==> src/rtl/vape_pkg.sv <==
// Shared definitions for the VAPE monitor bank and its violation/reset controller.
package vape_pkg;

  typedef enum logic [1:0] {
    RUN    = 2'd0,
    ASSERT = 2'd1,
    BOOT   = 2'd2
  } vape_state_e;

  // PC at which every monitor re-arms after a CPU reset.
  localparam logic [15:0] RESET_HANDLER_DEF = 16'h0000;

endpackage

==> src/rtl/vape_sat_counter.sv <==
// Saturating up-counter: holds at all-ones instead of wrapping.
module vape_sat_counter #(
  parameter int W = 8
) (
  input  logic         clk,
  input  logic         rst,
  input  logic         clr,
  input  logic         inc,
  output logic [W-1:0] cnt
);

  always_ff @(posedge clk) begin
    if (rst || clr)
      cnt <= '0;
    else if (inc && (cnt != {W{1'b1}}))
      cnt <= cnt + 1'b1;
  end

endmodule

==> src/rtl/vape_violation_reset_ctrl.sv <==
// Turns a dropped monitor exec bit into a timed CPU reset request, records the
// cause and tracks the reboot until every monitor has re-armed.
module vape_violation_reset_ctrl
  import vape_pkg::*;
#(
  parameter int          N_MON         = 4,
  parameter int          HOLD_CYCLES   = 8,
  parameter logic [15:0] RESET_HANDLER = RESET_HANDLER_DEF,
  parameter int          BOOT_TIMEOUT  = 64,
  parameter int          CNT_W         = 8
) (
  input  logic             clk,
  input  logic             rst,
  input  logic [N_MON-1:0] exec_vec,
  input  logic [15:0]      pc,
  input  logic             cause_clr,
  output logic             reset_req,
  output logic [N_MON-1:0] cause,
  output logic [CNT_W-1:0] viol_cnt,
  output logic             armed
);

  localparam int HOLD_W = $clog2(HOLD_CYCLES + 1);
  localparam int TO_W   = $clog2(BOOT_TIMEOUT + 1);
  // Hold counts down to zero, so loading H-1 gives exactly H ASSERT cycles.
  localparam logic [HOLD_W-1:0] HOLD_LOAD = HOLD_W'(HOLD_CYCLES - 1);
  localparam logic [TO_W-1:0]   TO_MAX    = TO_W'(BOOT_TIMEOUT);

  vape_state_e       state, state_n;
  logic [HOLD_W-1:0] hold_cnt, hold_n;
  logic [TO_W-1:0]   to_cnt, to_n;
  logic              seen_rh, seen_n;
  logic [N_MON-1:0]  new_bits, cause_n;
  logic              viol_inc;

  always_ff @(posedge clk) begin
    if (rst) begin
      state     <= BOOT;
      hold_cnt  <= '0;
      to_cnt    <= '0;
      seen_rh   <= 1'b0;
      cause     <= '0;
      reset_req <= 1'b0;
      armed     <= 1'b0;
    end else begin
      state     <= state_n;
      hold_cnt  <= hold_n;
      to_cnt    <= to_n;
      seen_rh   <= seen_n;
      cause     <= cause_n;
      reset_req <= (state_n == ASSERT);
      armed     <= (state_n == RUN);
    end
  end

  always_comb begin
    state_n  = state;
    hold_n   = hold_cnt;
    to_n     = to_cnt;
    seen_n   = seen_rh;
    new_bits = '0;
    viol_inc = 1'b0;
    case (state)
      RUN: begin
        if (!(&exec_vec)) begin
          state_n  = ASSERT;
          new_bits = ~exec_vec;
          viol_inc = 1'b1;
          hold_n   = HOLD_LOAD;
        end
      end
      ASSERT: begin
        // Late drops only extend the cause record; the hold is not restarted.
        new_bits = ~exec_vec;
        if (hold_cnt == '0) begin
          state_n = BOOT;
          to_n    = '0;
          seen_n  = 1'b0;
        end else begin
          hold_n = hold_cnt - 1'b1;
        end
      end
      BOOT: begin
        to_n = to_cnt + 1'b1;
        if (seen_rh) begin
          if (&exec_vec) begin
            state_n = RUN;
          end
          seen_n = 1'b0;
        end else if (pc == RESET_HANDLER) begin
          seen_n = 1'b1;
        end
        // Reboot never completed: retry the reset as a fresh violation.
        if (state_n != RUN && to_n == TO_MAX) begin
          state_n  = ASSERT;
          new_bits = ~exec_vec;
          viol_inc = 1'b1;
          hold_n   = HOLD_LOAD;
        end
      end
      default: state_n = BOOT;
    endcase
    cause_n = (cause_clr ? '0 : cause) | new_bits;
  end

  vape_sat_counter #(.W(CNT_W)) u_viol_cnt (
    .clk (clk),
    .rst (rst),
    .clr (1'b0),
    .inc (viol_inc),
    .cnt (viol_cnt)
  );

endmodule

==> config.mk <==
export PLATFORM = sky130hd
export DESIGN_NAME = vape_violation_reset_ctrl
export DESIGN_NICKNAME = d
export VERILOG_FILES = /design/src/rtl/vape_pkg.sv /design/src/rtl/vape_sat_counter.sv /design/src/rtl/vape_violation_reset_ctrl.sv
export SDC_FILE = /design/constraint.sdc
export NUM_CORES = 1
export LEC_CHECK = 0
export CAP_MARGIN = 10
export CORE_MARGIN = 4
export CORE_UTILIZATION = 35
export CTS_BUF_LIST = sky130_fd_sc_hd__clkbuf_16
export DETAILED_ROUTE_END_ITERATION = 8
export PLACE_DENSITY = 0.6
export SYNTH_ARGS = -nofsm -noshare
export SYNTH_HDL_FRONTEND = slang
export SYNTH_SLANG_ARGS = --single-unit
==> constraint.sdc <==
create_clock -name clk -period 2.05 [get_ports clk]
set_input_delay 0.41 -clock clk [delete_from_list [all_inputs] [get_ports clk]]
set_output_delay 0.41 -clock clk [all_outputs]
set_load 0.01 [all_outputs]
==> out/summary.log <==
[synth] Yosys warning count 0
[power] post-layout total power 1.09 mW
[timing] max-slew violation count 0
[finish] Final Non-Filler Cells 273
[synth] most common flop cell mapped by yosys dfxtp_1
[timing] fin crit share 0.988
[placement] HPWL reported at the end of detailed placement 2750 µm
[setup_path] endpoint kind of the worst setup timing path flop
[setup_path] worst setup path endpoint u_viol_cnt.cnt[3]
[synth] Mean Syn Cell Area 8.35 µm²
[finish] most frequent cells in the layout clkdlybuf4s50_1 (36), nor2_1 (27), dfxtp_1 (25)
[cts] Sinks on Clock Net 28
[grt] residual overflow from global routing 0
[synth] synth top area cells dfxtp_1 (37%), nor2_1 (6.7%), a21oi_1 (4.0%), nand2_1 (3.5%), ha_1 (3.3%)
[synth] biggest area consumer among synthesized cells dfxtp_1
[grt] maximum number of pins on one net before global-route repair 31
[grt] via count of the first global-routing pass 1354
[timing] Layout Skew 2.19 ps
[route] remaining design rule violation count 0
[finish] number of nets in the layout 252
[route] Routed wire per std cell 13.4 µm
[synth] EDFF count, synth 0
[die] height of the chip 73.5 µm
[route] Iter 0 DRT Violations 59
[timing] unrepaired setup endpoints after global routing true
[setup_path] source of the worst register-to-register timing path to_cnt[0]
[die] horizontal extent of the die 73.5 µm
[die] full die area 0.00541 mm²
[setup_path] category of the worst setup path launch point flop
[cts] clock transition at the registers of the reported paths 60 ps
[power] leakage component of the power 0.776 nW
[die] total number of placement rows 23
[synth] synth unique cells 51
[route] detailed-router iteration count before antenna repair 4
[synth] share of Yosys cell area claimed by the top area cell type 0.373
[setup_path] Required @ worst endpoint 2200 ps
[setup_path] worst-case register-to-register setup slack 20 ps
[finish] fraction of layout cells with a size suffix above 1 0.166
[placement] routability congestion estimate from global placement 0.797
[worst_hold_path] Min-Delay Path Class reg -> reg
[timing] final hold viol count 0
[timing] clock period minus final worst setup slack 2030 ps
[grt] wire length of the first global-routing pass 5870 µm
[synth] cell count after synthesis 180
[route] antenna-violating nets left 0
[finish] Synth-to-Final Area Change 41.2%
[grt] total global-route track usage 0.134
[power] Pwr per Cell Area 512 mW/mm²
[timing] Slew headroom 0.579
[placement] count of input and output buffers 36
[die] io pins 37
[synth] post-synthesis instance area 0.00150 mm²
[cts] number of H-tree levels 1
[power] highest ir drop seen on vdd 0.429 mV
[setup_path] cell count of the worst reg-to-reg path 7
[placement] post-placement worst setup slack -138 ps
[die] placeable core region 0.00409 mm²
[timing] timing-limited maximum frequency 494 MHz
[route] vias 1473
[synth] share of synthesized flip-flops with an asynchronous set or reset 0
[finish] Inserted Diodes 0
[route] final wirelength 3650 µm
[timing] post-layout worst setup margin 24.4 ps
[timing] count of endpoints failing setup in the final report 0
[setup_path] Worst Setup Path Type reg -> reg
[setup_path] worst reg2reg path endpoint u_viol_cnt.cnt[3]
[route] vias per std cell 5.40
[job] number of maximum-capacitance violations 0
[synth] count of state elements after synthesis 28
[synth] sequential fraction of the synthesis area 0.373
[die] initial core utilization 0.368
[status] run status finished, final reports clean
[cts] Clock Tree Buf Depth 2
[setup_path] start point of the critical path to_cnt[0]
[setup_path] largest fanout on the critical path 5
[setup_path] data arrival time of the worst path 2180 ps
[synth] Post-Syn Nets 207
[cts] clock tree from TritonCTS built
[timing] Final TNS setup 0 ps
[finish] commonest non-fill, non-tap cell in the layout clkdlybuf4s50_1
[cts] number of buffers added by the clock tree synthesis step 3
[cts] CTS Root Cell clkbuf_16
[grt] antenna violations before repair 0
[timing] worst slew pin tran 631 ps
[finish] end-of-flow core utilization 0.519
[cts] latest clock arrival within the worst-skew pair 260 ps
[placement] instance count after placement with tap cells included 267
-- report_power, final --
part	switching, mW	total, mW	internal, mW
Combinational	0.0344	0.0983	0.0640
Sequential	0.00757	0.557	0.549
Clock	0.173	0.431	0.258
-- routing by layer --
layer  wire length (µm)  track usage  vias up
met5                  0            0        -
met4                 14       0.0342        0
met2               1810        0.233       31
li1                   -            -      751
met3                143       0.0192        2
met1               1680        0.171      689
-- cell families (layout without fill, tap and decap cells) --
family | after synthesis | in the layout | share of synthesized area
flops | 28 | 28 | 0.373
mux | 5 | 5 | 0.0366
simple gates | 86 | 86 | 0.313
compound gates | 41 | 41 | 0.189
fa+ha+maj | 4 | 4 | 0.0333
buf+inv | 13 | 56 | 0.0375
xor+xnor | 3 | 3 | 0.0175
-- critical path, cell delays in order, from the launching register on --
cell      delay (ps)
dfxtp_4          360
ha_4             170
xnor2_1          110
and4bb_1         250
o2111a_2         280
a31oi_4          130
nor4b_2          260
mux2_2           350
-- final cells by class --
cell class                 count  area, µm²
timing repair buffer          48        463
multi-input combinational    139        933
tap                           50       62.6
clock buffer                   3       75.1
inverter                       5       18.8
sequential                    28        569
fill                         381       1960
-- cell usage after synthesis (all sizes together) (3+ instances only) --
library cell,n
dfxtp,28
nor2,27
nand2,14
a21oi,12
nand3,7
o21ai,6
and3,5
clkbuf,5
inv,5
nor2b,5
a22o,4
a31oi,4
ha,4
mux2,4
nor3,4
nor4,4
and4,3
buf,3
nand4,3
or3,3
-- worst min-delay path by stage --
stage | from | endpoint | slack, ps | cells past startpoint
after global placement | cause[1] | cause[1] | 470 | 1
after CTS | cause[3] | cause[3] | 490 | 1
after global routing | cause[3] | cause[3] | 510 | 1
after detailed placement | cause[0] | cause[0] | 470 | 1
after floorplan | seen_rh | seen_rh | 480 | 2
final | cause[2] | cause[2] | 480 | 1
-- through the flow --
step	cell area, µm²	hold slack [ps]
detailed placement	1990	469
floorplan	1530	476
global route	2120	515
global placement	1990	467
finish	2120	482
CTS	2110	489
-- sequential cells by signal, indices dropped and copies added (netlist names) --
name / count
u_viol_cnt.cnt: 8
to_cnt: 7
cause: 4
hold_cnt: 4
state: 2
armed: 1
reset_req: 1
seen_rh: 1
-- repair_timing --
action                                  4_1_cts  5_1_grt
hold buffers                                  0        0
setup buffers                                 2        1
endpoints found under the setup margin        8        9
pin swaps                                     5        2
gates resized for setup                       6        2
No activity file was read; power rests on OpenSTA's default activity.
